[src/rtl/k_and_s_pkg.sv]
// Shared types for the K&S RAM arbiter: owner encoding and wait-counter width.
package k_and_s_pkg;

    typedef enum logic [1:0] {
        OWN_NONE = 2'd0,
        OWN_CPU  = 2'd1,
        OWN_DMA  = 2'd2
    } arb_owner_t;

    localparam int ARB_WAIT_W = 4;

endpackage

[src/rtl/arb_wait_counter.sv]
// Saturating loss counter for the arbiter. Clear with inc set restarts the count at 1,
// so a new loser's first lost cycle is counted in the same cycle the old loser wins.
module arb_wait_counter
    import k_and_s_pkg::*;
#(
    parameter int MAX_WAIT = 4
) (
    input  logic                  clk,
    input  logic                  rst_n,
    input  logic                  i_inc,
    input  logic                  i_clr,
    output logic [ARB_WAIT_W-1:0] o_cnt,
    output logic                  o_sat
);

    localparam logic [ARB_WAIT_W-1:0] LP_MAX = ARB_WAIT_W'(MAX_WAIT);
    localparam logic [ARB_WAIT_W-1:0] LP_ONE = ARB_WAIT_W'(1);

    logic [ARB_WAIT_W-1:0] r_cnt;

    always_ff @(posedge clk or negedge rst_n) begin
        if (!rst_n) begin
            r_cnt <= '0;
        end else if (i_clr) begin
            r_cnt <= i_inc ? LP_ONE : '0;
        end else if (i_inc && (r_cnt != LP_MAX)) begin
            r_cnt <= r_cnt + LP_ONE;
        end
    end

    assign o_cnt = r_cnt;
    assign o_sat = (r_cnt == LP_MAX);

endmodule

[src/rtl/ram_arbiter.sv]
// Single-port RAM arbiter between the K&S CPU and a DMA/loader port: CPU priority,
// bounded loser wait, DMA burst lock, one-cycle read-valid pipeline per port.
module ram_arbiter
    import k_and_s_pkg::*;
#(
    parameter int ADDR_WIDTH = 5,
    parameter int DATA_WIDTH = 16,
    parameter int MAX_WAIT   = 4
) (
    input  logic                  clk,
    input  logic                  rst_n,
    input  logic                  cpu_req,
    input  logic                  cpu_we,
    input  logic [ADDR_WIDTH-1:0] cpu_addr,
    input  logic [DATA_WIDTH-1:0] cpu_wdata,
    output logic                  cpu_gnt,
    output logic                  cpu_rvalid,
    output logic [DATA_WIDTH-1:0] cpu_rdata,
    input  logic                  dma_req,
    input  logic                  dma_we,
    input  logic [ADDR_WIDTH-1:0] dma_addr,
    input  logic [DATA_WIDTH-1:0] dma_wdata,
    output logic                  dma_gnt,
    output logic                  dma_rvalid,
    output logic [DATA_WIDTH-1:0] dma_rdata,
    input  logic                  dma_lock,
    output logic [ADDR_WIDTH-1:0] ram_addr,
    output logic                  ram_we,
    output logic [DATA_WIDTH-1:0] ram_wdata,
    input  logic [DATA_WIDTH-1:0] ram_rdata
);

    arb_owner_t            r_owner;
    arb_owner_t            w_owner_nxt;
    logic                  w_both;
    logic                  w_dma_wins;
    logic                  w_cpu_gnt;
    logic                  w_dma_gnt;
    logic                  w_cnt_inc;
    logic                  w_cnt_clr;
    logic                  w_sat;
    logic [ARB_WAIT_W-1:0] w_wait_cnt;
    logic [ADDR_WIDTH-1:0] r_last_addr;
    logic [DATA_WIDTH-1:0] r_last_wdata;
    logic                  r_cpu_rvalid;
    logic                  r_dma_rvalid;
    logic [DATA_WIDTH-1:0] r_cpu_rdata;
    logic [DATA_WIDTH-1:0] r_dma_rdata;

    assign w_both = cpu_req && dma_req;

    // Counter follows whoever lost; a change of winner under contention restarts it.
    assign w_cnt_inc = w_both;
    assign w_cnt_clr = !w_both || (w_owner_nxt != r_owner);

    arb_wait_counter #(
        .MAX_WAIT (MAX_WAIT)
    ) u_wait_counter (
        .clk   (clk),
        .rst_n (rst_n),
        .i_inc (w_cnt_inc),
        .i_clr (w_cnt_clr),
        .o_cnt (w_wait_cnt),
        .o_sat (w_sat)
    );

    always_ff @(posedge clk or negedge rst_n) begin
        if (!rst_n) begin
            r_owner <= OWN_NONE;
        end else begin
            r_owner <= w_owner_nxt;
        end
    end

    // A saturated counter means the previous cycle's loser (the non-owner) must win now.
    always_comb begin
        w_dma_wins = 1'b0;
        if (!rst_n) begin
            w_dma_wins = 1'b0;
        end else if (!w_both) begin
            w_dma_wins = dma_req;
        end else if (w_sat) begin
            w_dma_wins = (r_owner == OWN_CPU);
        end else begin
            w_dma_wins = (r_owner == OWN_DMA) && dma_lock;
        end
        w_cpu_gnt = rst_n && cpu_req && !w_dma_wins;
        w_dma_gnt = w_dma_wins;
        w_owner_nxt = OWN_NONE;
        if (w_cpu_gnt) begin
            w_owner_nxt = OWN_CPU;
        end else if (w_dma_gnt) begin
            w_owner_nxt = OWN_DMA;
        end
    end

    always_comb begin
        cpu_gnt   = w_cpu_gnt;
        dma_gnt   = w_dma_gnt;
        ram_we    = 1'b0;
        ram_addr  = r_last_addr;
        ram_wdata = r_last_wdata;
        if (w_cpu_gnt) begin
            ram_we    = cpu_we;
            ram_addr  = cpu_addr;
            ram_wdata = cpu_wdata;
        end else if (w_dma_gnt) begin
            ram_we    = dma_we;
            ram_addr  = dma_addr;
            ram_wdata = dma_wdata;
        end
    end

    // Idle cycles keep the RAM bus at the last issued address and data.
    always_ff @(posedge clk or negedge rst_n) begin
        if (!rst_n) begin
            r_last_addr  <= '0;
            r_last_wdata <= '0;
        end else begin
            r_last_addr  <= ram_addr;
            r_last_wdata <= ram_wdata;
        end
    end

    always_ff @(posedge clk or negedge rst_n) begin
        if (!rst_n) begin
            r_cpu_rvalid <= 1'b0;
            r_dma_rvalid <= 1'b0;
            r_cpu_rdata  <= '0;
            r_dma_rdata  <= '0;
        end else begin
            r_cpu_rvalid <= w_cpu_gnt && !cpu_we;
            r_dma_rvalid <= w_dma_gnt && !dma_we;
            if (r_cpu_rvalid) begin
                r_cpu_rdata <= ram_rdata;
            end
            if (r_dma_rvalid) begin
                r_dma_rdata <= ram_rdata;
            end
        end
    end

    assign cpu_rvalid = r_cpu_rvalid;
    assign dma_rvalid = r_dma_rvalid;
    assign cpu_rdata  = r_cpu_rvalid ? ram_rdata : r_cpu_rdata;
    assign dma_rdata  = r_dma_rvalid ? ram_rdata : r_dma_rdata;

`ifndef SYNTHESIS
    a_cpu_cmd_stable: assert property (@(posedge clk) disable iff (!rst_n)
        (cpu_req && !cpu_gnt) |=> (!cpu_req || $stable({cpu_we, cpu_addr, cpu_wdata})));
    a_dma_cmd_stable: assert property (@(posedge clk) disable iff (!rst_n)
        (dma_req && !dma_gnt) |=> (!dma_req || $stable({dma_we, dma_addr, dma_wdata})));
    a_wait_bounded: assert property (@(posedge clk) disable iff (!rst_n)
        w_wait_cnt <= ARB_WAIT_W'(MAX_WAIT));
`endif

endmodule

[config.mk]
export PLATFORM = sky130hd
export DESIGN_NAME = ram_arbiter
export DESIGN_NICKNAME = d
export VERILOG_FILES = /design/src/rtl/k_and_s_pkg.sv /design/src/rtl/arb_wait_counter.sv /design/src/rtl/ram_arbiter.sv
export SDC_FILE = /design/constraint.sdc
export NUM_CORES = 1
export LEC_CHECK = 0
export ABC_CLOCK_PERIOD_IN_PS = 5800
export BUFFER_PORTS_ARGS = -buffer_cell sky130_fd_sc_hd__buf_2
export CAP_MARGIN = 40
export CORE_MARGIN = 4
export CORE_UTILIZATION = 35
export DETAILED_ROUTE_END_ITERATION = 7
export GPL_TIMING_DRIVEN = 0
export SYNTH_ARGS = -nofsm -noshare
export SYNTH_HDL_FRONTEND = slang
export SYNTH_SLANG_ARGS = --single-unit
[constraint.sdc]
create_clock -name clk -period 5.8 [get_ports clk]
set_input_delay 0.29 -clock clk [delete_from_list [all_inputs] [get_ports clk]]
set_output_delay 0.29 -clock clk [all_outputs]
set_load 0.005 [all_outputs]
Word level (Yosys, flattened, before mapping)
Cells that the tools add are included.
{"block": "op_classes", "n_eq_ne": 5, "n_reduce_logical": 13, "add_sub_neg": 1, "mux": 16}
{"cell": "$mux W16", "n": 4}
{"cell": "$mux W5", "n": 2}
{"cell": "$mux W4", "n": 2}
{"cell": "$logic_and A1 B1 Y1", "n": 7}
{"cell": "$mux W1", "n": 6}
{"cell": "$add A4 B1 Y4 const B", "n": 1}
{"cell": "$eq A4 B3 Y1 const B", "n": 1}
{"cell": "$logic_not A1 Y1", "n": 4}
{"cell": "$mux W2", "n": 2}
{"cell": "$ne A4 B3 Y1 const B", "n": 1}
{"cell": "$eq A2 B1 Y1 const B", "n": 1}
{"cell": "$eq A2 B2 Y1 const B", "n": 1}
{"cell": "$ne A2 B2 Y1", "n": 1}
{"cell": "$reduce_bool A2 Y1", "n": 1}
{"cell": "$logic_or A1 B1 Y1", "n": 1}
{"block": "totals", "output_inout_bits": 58, "input_bits": 65, "wordCells": 43, "reg_bits": 61}

Longest topological paths before layout
Gate-level depths: netlist of run 1.
{"block": "logic_depth", "depth_word": 11, "mapped_depth": 8, "depth_no_buf": 6}

By module
Synthesis of run 1 repeated with hierarchy kept, for this count alone.
{"block": "unflattened", "hier_cells": 180, "area_unflattened_um2": 2680.1}
{"mod": "ram_arbiter", "cells_each": 157, "n_inst": 1, "area_each_um2": 2446.1, "seq_area_each_um2": 1426.4}
{"mod": "arb_wait_counter", "cells_each": 23, "n_inst": 1, "area_each_um2": 234.0, "seq_area_each_um2": 100.1}

Worst setup path after synthesis of run 1
No wires, ideal clock.
{"block": "synth_path", "kind": "flip-flop to output port", "start": "register u_wait_counter.r_cnt[0] (netlist: u_wait_counter.o_cnt[0])", "end": "output ram_wdata[10]", "arrival_ns": 1.854, "stages_incl_launch_ff": 9, "t_required_ns": 5.510, "path_slack_ns": 3.656, "n_path_buf": 2, "cell_sequence": "dfrtp_1 -> inv_1 -> ha_1 -> and3b_1 -> buf_6 -> mux2i_4 -> o21bai_4 -> buf_6 -> mux2_4"}
{"block": "synth_between", "elab_chain_cells": 7, "elab_cells_between_ends": 8, "classes_between": "eq/ne (1); mux (5); reduce/logical (2)"}
{"item": "start: declaration", "line": "arb_wait_counter.sv:19", "rtl": "logic [ARB_WAIT_W-1:0] r_cnt;"}
{"item": "start signal: assignment", "line": "arb_wait_counter.sv:25", "rtl": "r_cnt <= i_inc ? LP_ONE : '0;"}
{"item": "start signal: assignment", "line": "arb_wait_counter.sv:27", "rtl": "r_cnt <= r_cnt + LP_ONE;"}
{"item": "$eq A4 B3 Y1 (*)", "line": "arb_wait_counter.sv:32", "rtl": "assign o_sat = (r_cnt == LP_MAX);"}
{"item": "$mux W1 (*)", "line": "ram_arbiter.sv:82", "rtl": "end else if (w_sat) begin"}
{"item": "$mux W1 (*)", "line": "ram_arbiter.sv:80", "rtl": "end else if (!w_both) begin"}
{"item": "$mux W1 (*)", "line": "ram_arbiter.sv:78", "rtl": "if (!rst_n) begin"}
{"item": "$logic_not A1 Y1", "line": "ram_arbiter.sv:87", "rtl": "w_cpu_gnt = rst_n && cpu_req && !w_dma_wins;"}
{"item": "$logic_and A1 B1 Y1", "line": "ram_arbiter.sv:87"}
{"item": "$mux W16 (*)", "line": "ram_arbiter.sv:103", "rtl": "if (w_cpu_gnt) begin"}
{"item": "end: declaration", "line": "ram_arbiter.sv:29", "rtl": "output logic [DATA_WIDTH-1:0] ram_wdata,"}
Mark *: on every way between the ends. The rest lies on a longest branch, timed or not.

Worst setup path after layout of run 1
{"block": "layout_path", "start": "register u_wait_counter.r_cnt[0] (netlist: u_wait_counter.o_cnt[0])", "end": "output ram_wdata[11]"}
The elaborated chain is that of the path after synthesis.

==> flow_summary.toml, run 1 <==
[status]
status = "finished, final reports clean"

[flow_run]
max-cap-violations = 0

[clocking]
clock-root-buffer = "clkbuf_8"
cts_hold_buf = 0
clk_latency_ns = 0.33
ctsHtreeMaxLevel = 3
cts_setup_buffers = 0
clockBufferDepth = 2
clock-sinks = 61
numCtsBuffers = 9
post_cts_resize_count = 0
clkTransAtPathRegs_ns = 0.07
tritoncts = "yes"

[power_and_ir_drop]
switchingPower_mw = 0.2885
combPwrFrac = 0.223
clockPowerShare = 0.346
power.internal_mw = 0.9040
p_per_area_nw_per_um2 = 323.5
switching_share = 0.2419
finalPower_mw = 1.192
vdd_drop_max_v = 0.0001468
leakage_nw = 1.830
sequentialPowerShare = 0.431

[critical_path]
critPathLaunch = "u_wait_counter.o_cnt[0]"
crit_path_cell_trace = "inv_1 -> ha_1 -> and3b_1 -> buf_6 -> mux2i_4 -> o21bai_4 -> buf_6 -> mux2_4 -> buf_2"
cp-start-kind = "register"
crit_slowest_cell = "dfrtp_1"
path_max_fanout = 10
cp_data_arrival_time_ns = 2.47
end_kind = "output port"
cp_common_cell = "buf_6"
path_buf_inv = 4
criticalPathCategory = "register to output port"
cp_slowest_stage_delay_ns = 0.40
cp_top_family = "buffers and inverters"
timing.rr.start = "u_wait_counter.o_cnt[0]"
critPathRequiredTime_ns = 5.51

[timing]
tightestPinTransition_ns = 0.8052
finalHoldViolCount = 0
finClkSkew_ns = 0.009453
rsz0062_at_grt = "false"
period_minus_slack_ns = 2.757
setup_ws_ns = 3.043
fmax_mhz = 362.8
finalMaxSlewViolations = 0
post-route-period-util = 0.4753
max_slew_margin = 0.4632
setup_violations = 0
tns_ns = 0

[logic_synthesis]
syn_area_um2 = 2735
ys_warn_count = 0
synth_area_per_cell_um2 = 15.03
synth.area.mux_share = 0.3399
synth.net_count = 249
synthCells = 182
synth-compound-area-share = 0.02470
synthAdderAreaFrac = 0.009149
ys_ff_latch = 61
synth_top_family_by_area = "multiplexers"
yosysSeqAreaShare = 0.5581
yosys.area_share.simple = 0.03751
yosys.cell_types.count = 26
synth_xor_area_frac = 0.003202

[final_layout]
mostFrequentLayoutCell = "buf_2"
syn_to_final_growth_pct = 34.77
final_cell_mix = "121 x buf_2, 61 x dfrtp_1, 55 x mux2_2"
fin_util = 0.4976
drive_above_1_share = 0.6708
nets = 382
antenna-diode-count = 0

[detailed_routing]
dr_wl_met3_um = 727
wl_met1_um = 2566
drtIter0Drc = 43
firstDrtPassIters = 4
ant_nets = 0
wire_per_inst_um = 14.37
vias = 1913
routed_wl_um = 6008
met2WireLength_um = 2605
vias_per_cell = 4.577
maxUsedRoutingLayer = "met4"
drcViolationCount = 0

[die]
rows = 31
die_h_um = 96.40
fp.dieW_um = 96.40
io_pins = 123
core_um2 = 7408
die_area_um2 = 9293
initial_core_util = 0.3692

[grt]
grt_pass1_vias = 1947
grt.total_usage = 0.1350
antenna_found_initial = 0
grt_pass1_wl_um = 9363
grt_start_max_net_pins = 66
gr-total-overflow = 0

[placement]
port_buffers = 122
gp_congestion = 0.6799
dpl.hpwl_um = 4473
pre_cts_slack_ns = 2.976

[worst_hold_path]
hold_class = "input pin to asynchronous set/reset pin"
cells in the mapped netlist:
master     instances  area share
nor3_1             6       0.011
mux2i_1            1      0.0037
buf_6              3       0.012
mux2_1             2      0.0082
o2111ai_1          1      0.0032
a21oi_1            1      0.0018
nand3b_1           1      0.0027
nand2b_1           2      0.0046
o21bai_4           1      0.0069
o21ai_0            2      0.0037
mux2i_4            1      0.0082
and3b_1            1      0.0032
mux2_4            17       0.093
ha_1               2      0.0091
inv_1              5      0.0069
and2_1             1      0.0023
o21ba_2            1      0.0037
nand3_1            3      0.0055
buf_1              1      0.0014
a211oi_1           2      0.0055
mux2_2            55        0.23
nor2_1             3      0.0041
dfrtp_1           61        0.56
nand2_1            3      0.0041
xnor2_1            1      0.0032
clkbuf_1           5      0.0069
state kept, by name (all words and copies together), names as in the netlist:
| signal | count |
|---|---|
| r_last_wdata | 16 |
| r_dma_rdata | 16 |
| r_last_addr | 5 |
| dma_rvalid | 1 |
| r_owner | 2 |
| u_wait_counter.o_cnt | 4 |
| r_cpu_rdata | 16 |
| cpu_rvalid | 1 |
through the flow:
stage,hold slack [ns],cell area [um^2],std cells
floorplan,-0.005591,2735,182
global placement,0.4775,3470,403
detailed placement,0.4449,3472,403
CTS,0.08165,3686,418
global route,0.1009,3686,418
finish,0.05038,3686,418
final cells by class:
cell class	count	area, um^2
clock buffers	11	141.4
fillers	675	3722
repair buffers	122	613.1
multi-input cells	107	1134
clock inverters	4	72.57
plain buffers	9	56.30
flip-flops and latches	61	1526
inverters	5	18.77
well taps	99	123.9
metal layers:
metal | GRT usage | vias up
li1 | - | 915
met1 | 0.1712 | 892
met3 | 0.06971 | 11
met4 | 0.05958 | 0
met5 | 0 | -
met2 | 0.1915 | 95
power groups by stage:
stage	combinational, mW	clock (mW)	sequential (mW)
floorplan	0.150	0	0.517
global placement	0.269	0	0.520
detailed placement	0.272	0	0.523
CTS	0.273	0.426	0.515
global route	0.297	0.450	0.521
finish	0.266	0.413	0.514
path summary, 6_finish.rpt:
path / end / slack (ns) / depth (start not counted)
worst max-delay path: ram_wdata[11] / 3.04 / 9
worst min-delay path: r_dma_rdata[10] / 0.05 / 1
worst max register to register: r_last_wdata[11] / 3.68 / 8
worst min register to register: r_dma_rdata[9] / 0.49 / 1
max in group asynchronous: r_last_wdata[15] / 5.23 / 1
min in group clk: cpu_rvalid / 0.15 / 2
cells by family after synthesis:
logic type | count (synthesis)
buf+inv | 14
fa+ha+maj | 2
compound gates | 8
xor+xnor | 1
mux | 76
simple gates | 20
flops | 61
No activity file was read; power rests on OpenSTA's default activity.
==> run 2: changes to the inputs <==
ABC_CLOCK_PERIOD_IN_PS = 2700   (was 5800)
clock period = 2.7 ns   (was 5.8 ns; I/O delays follow)
==> run 2 against run 1 <==
Net effect: utilization is 0.88 points higher; final area is 1.8% higher; die area stayed put; combinational power is 120% higher; highest routed layer unchanged; global-route usage is 0.18 points higher; first-iteration DRC count is 4.7% higher; clock skew hardly changed; routed wire length is 1.7% higher.
==> flow_summary.toml, run 2 (synthesis results as in run 1) <==
[status]
status = "finished, final reports clean"

[timing]
post-route-period-util = 0.9251
setup_violations = 0
tightestPinTransition_ns = 0.5991
tns_ns = 0
period_minus_slack_ns = 2.498
finalMaxSlewViolations = 0
max_slew_margin = 0.6006
finClkSkew_ns = 0.009952
rsz0062_at_grt = "false"
finalHoldViolCount = 0
setup_ws_ns = 0.2021
fmax_mhz = 400.3

[clocking]
clkTransAtPathRegs_ns = 0.07
clk_latency_ns = 0.33
tritoncts = "yes"
post_cts_resize_count = 0
ctsHtreeMaxLevel = 3
clock-root-buffer = "clkbuf_8"
numCtsBuffers = 9
clockBufferDepth = 2
clock-sinks = 61

[power_and_ir_drop]
leakage_nw = 1.859
vdd_drop_max_v = 0.0003154
p_per_area_nw_per_um2 = 685.8

[critical_path]
cp_data_arrival_time_ns = 2.36
cp-start-kind = "register"
path_max_fanout = 10
criticalPathCategory = "register to output port"
end_kind = "output port"
critPathRequiredTime_ns = 2.57

[grt]
antenna_found_initial = 0
grt.total_usage = 0.1368
gr-total-overflow = 0
grt_pass1_vias = 1974
grt_pass1_wl_um = 9466
grt_start_max_net_pins = 62

[die]
die_area_um2 = 9293
fp.dieW_um = 96.40
io_pins = 123
initial_core_util = 0.3692
die_h_um = 96.40
core_um2 = 7408
rows = 31

[placement]
port_buffers = 122
postPlaceCellArea_um2 = 3472
dp.cells = 403
gp_congestion = 0.6799
dpl.hpwl_um = 4473
pre_cts_slack_ns = 0.1856

[detailed_routing]
routed_wl_um = 6112
vias = 1924
vias_per_cell = 4.548
wire_per_inst_um = 14.45
drtIter0Drc = 45
drcViolationCount = 0
ant_nets = 0
firstDrtPassIters = 4

[final_layout]
mostFrequentLayoutCell = "buf_2"
fin_area_um2 = 3751
final_cell_mix = "121 x buf_2, 61 x dfrtp_1, 55 x mux2_2"
drive_above_1_share = 0.6667
final_cells = 423
nets = 387
nFillCells = 672
antenna-diode-count = 0
syn_to_final_growth_pct = 37.15
biggestRegsByFlops = "r_cpu_rdata x16, r_dma_rdata x16, r_last_wdata x16"

[flow_run]
max-cap-violations = 0

[worst_hold_path]
hold_class = "input pin to register"
-- run 2: path summary, 6_finish.rpt --
kind                                     to                    start  slack [ns]  depth (start not counted)
max                           ram_wdata[11]  u_wait_counter.o_cnt[0]        0.20                          9
min                         r_last_wdata[1]             dma_wdata[1]        0.03                          2
max reg2reg                r_last_wdata[11]  u_wait_counter.o_cnt[0]        0.68                          8
min reg2reg                  r_dma_rdata[9]           r_dma_rdata[9]        0.49                          1
max in group asynchronous  r_last_wdata[15]                    rst_n        2.05                          3
min in group asynchronous   r_cpu_rdata[12]                    rst_n        0.39                          3
-- run 2: what timing repair did --
item                       CTS  global route
hold buffers                 4             0
setup endpoints to repair    0            17
hold endpoints to repair    63             0
setup buffers                0             1
-- run 2: through the flow --
stage / power (mW) / utilization / hold WS (ns)
floorplan: 1.433 / - / -0.1606
global placement: 1.694 / 0.4683 / 0.3355
detailed placement: 1.706 / 0.4687 / 0.2899
CTS: 2.615 / 0.5053 / 0.01943
global route: 2.735 / 0.5063 / 0.01592
finish: 2.572 / 0.5063 / 0.03354
-- run 2: cell type report --
type	instances	area (um^2)	share of cell area
flip-flops and latches	61	1526	0.4069
multi-input cells	107	1134	0.3022
repair buffers	127	678.2	0.1808
clock buffers	11	141.4	0.03769
well taps	99	123.9	0.03302
clock inverters	4	72.57	0.01935
plain buffers	9	56.30	0.01501
inverters	5	18.77	0.005003
-- run 2: critical path, stage by stage, from the launching register on --
cell      delay (ns)
dfrtp_1         0.40
inv_1           0.06
ha_1            0.22
and3b_1         0.20
buf_6           0.13
mux2i_4         0.19
o21bai_4        0.17
buf_6           0.20
mux2_4          0.32
buf_2           0.13
-- run 2: per-layer routing --
metal / vias up / track usage / routed length, um
li1: 920 / - / -
met3: 11 / 0.06894 / 708
met4: 0 / 0.05958 / 109
met1: 898 / 0.1746 / 2647
met2: 95 / 0.1944 / 2646
met5: - / 0 / 0
-- run 2: report_power, final --
part | internal, mW | switching, mW | leakage, nW
Clock | 0.539 | 0.348 | 0.105
Combinational | 0.343 | 0.238 | 1.02
Sequential | 1.07 | 0.0358 | 0.733
Total | 1.95 | 0.622 | 1.86
==> run 3: changes to the inputs <==
CORE_ASPECT_RATIO = 1.25   (was unset)
SKIP_LAST_GASP = 1   (was unset)
==> run 3 against run 2 <==
Net effect: first-iteration DRC count decreased by 33%; critical path depth stayed put; worst setup slack got worse by 0.043 ns; sequential share of layout area down 0.12 points; sequential cell count stayed put.
==> flow_summary.toml, run 3 (synthesis results as in run 1) <==
[detailed_routing]
maxUsedRoutingLayer = "met4"
wire_per_inst_um = 14.50
drcViolationCount = 0
wl_met1_um = 2392
met2WireLength_um = 3022
dr_wl_met3_um = 559
vias = 1921
ant_nets = 0
vias_per_cell = 4.574
routed_wl_um = 6090
drtIter0Drc = 30
firstDrtPassIters = 4

[final_layout]
fin_util = 0.5024
mostFrequentLayoutCell = "buf_2"
syn_to_final_growth_pct = 37.56
biggestRegsByFlops = "r_cpu_rdata x16, r_dma_rdata x16, r_last_wdata x16"
antenna-diode-count = 0
final_cell_mix = "121 x buf_2, 61 x dfrtp_1, 55 x mux2_2"
drive_above_1_share = 0.6707
nFillCells = 705
nets = 390
fin_area_um2 = 3762

[grt]
gr-total-overflow = 0
grt_pass1_vias = 2075
grt.total_usage = 0.1373
antenna_found_initial = 0
grt_start_max_net_pins = 62
grt_pass1_wl_um = 9867

[status]
status = "finished, final reports clean"

[timing]
max_slew_margin = 0.5914
rsz0062_at_grt = "false"
finalHoldViolCount = 0
fmax_mhz = 393.6
tightestPinTransition_ns = 0.6128
tns_ns = 0
setup_ws_ns = 0.1592
post-route-period-util = 0.9410
period_minus_slack_ns = 2.541
setup_violations = 0
finClkSkew_ns = 0.006885
finalMaxSlewViolations = 0

[power_and_ir_drop]
p_per_area_nw_per_um2 = 671.8
switchingPower_mw = 0.6127
sequentialPowerShare = 0.437
combPwrFrac = 0.231
leakage_nw = 1.873
finalPower_mw = 2.527
power.internal_mw = 1.915
switching_share = 0.2424
vdd_drop_max_v = 0.0003328
clockPowerShare = 0.333

[critical_path]
path_max_fanout = 10
cp_data_arrival_time_ns = 2.41
timing.rr.start = "u_wait_counter.o_cnt[0]"
crit_slowest_cell = "dfrtp_1"
cp_top_family = "buffers and inverters"
r2r_end = "r_last_wdata[6]"
criticalPathCategory = "register to output port"
cp_common_cell = "buf_6"
r2r.worst_path.cells = 8
end_kind = "output port"
crit_end = "ram_wdata[6]"
crit_path_cell_trace = "inv_1 -> ha_1 -> and3b_1 -> buf_6 -> mux2i_4 -> o21bai_4 -> buf_6 -> mux2_4 -> buf_2"
path_buf_inv = 4
critPathLaunch = "u_wait_counter.o_cnt[0]"
critPathRequiredTime_ns = 2.57
r2r_slack_ns = 0.64
cp_slowest_stage_delay_ns = 0.40
cp-start-kind = "register"
cp_num_cells = 9

[clocking]
ctsHtreeMaxLevel = 3
tritoncts = "yes"
clock-sinks = 61
clk_latency_ns = 0.33
numCtsBuffers = 9
clock-root-buffer = "clkbuf_8"
clockBufferDepth = 2
post_cts_resize_count = 0
clkTransAtPathRegs_ns = 0.07

[die]
initial_core_util = 0.3652
rows = 35
core_um2 = 7488
fp.dieW_um = 87.07
io_pins = 123
die_h_um = 106.8
die_area_um2 = 9302

[placement]
dpl.hpwl_um = 4511
port_buffers = 122
postPlaceCellArea_um2 = 3463
pre_cts_slack_ns = 0.2123
gp_congestion = 0.7084

[worst_hold_path]
hold_class = "input pin to register"

[flow_run]
max-cap-violations = 0
-- run 3: power groups by stage --
stage	Combinational (mW)	Clock, mW	Sequential [mW]
global placement	0.574	0	1.12
detailed placement	0.582	0	1.12
CTS	0.594	0.877	1.11
global route	0.651	0.915	1.12
floorplan	0.323	0	1.11
finish	0.583	0.841	1.10
-- run 3: cell type report --
| type | instances | area [um^2] | share of cell area |
|---|---|---|---|
| sequential | 61 | 1526 | 0.4057 |
| multi-input combinational | 107 | 1134 | 0.3013 |
| timing repair buffer | 130 | 700.7 | 0.1862 |
| clock buffer | 13 | 168.9 | 0.04490 |
| tap | 92 | 115.1 | 0.03060 |
| buffer | 9 | 56.30 | 0.01497 |
| clock inverter | 3 | 42.54 | 0.01131 |
| inverter | 5 | 18.77 | 0.004988 |
-- run 3: worst reg2reg max path: cells and delay by family, from the launching register on --
kind | cells | cell delay (ns)
flip-flops | 1 | 0.40
buffers and inverters | 3 | 0.40
AND/OR/NAND/NOR | 1 | 0.20
AO/OA/AOI/OAI | 1 | 0.21
adder cells (fa/ha/maj) | 1 | 0.22
multiplexers | 2 | 0.52
-- run 3: what timing repair did --
item,in CTS,in global routing
buffers inserted,0,4
hold buffers,4,0
setup endpoints to repair,0,17
endpoints found under the hold margin,63,0
-- run 3: how the worst min path moves through the flow --
stage	from	to	slack, ns	cells past startpoint
finish	dma_wdata[7]	r_last_wdata[7]	0.04	2
global route	dma_wdata[7]	r_last_wdata[7]	0.02	2
CTS	dma_wdata[7]	r_last_wdata[7]	0.02	2
detailed placement	rst_n	r_dma_rdata[12]	0.29	1
global placement	dma_we	dma_rvalid	0.32	2
floorplan	rst_n	cpu_rvalid	-0.16	0
-- run 3: per-layer routing --
| metal | track usage | vias up |
|---|---|---|
| li1 | - | 931 |
| met1 | 0.1586 | 900 |
| met2 | 0.2237 | 83 |
| met3 | 0.04535 | 7 |
| met4 | 0.07016 | 0 |
| met5 | 0 | - |
-- run 3: stage by stage --
step	hold slack (ns)	instances
after floorplan	-0.1606	182
after global placement	0.3250	396
after detailed placement	0.2864	396
after CTS	0.01536	416
after global routing	0.02033	420
final	0.03934	420
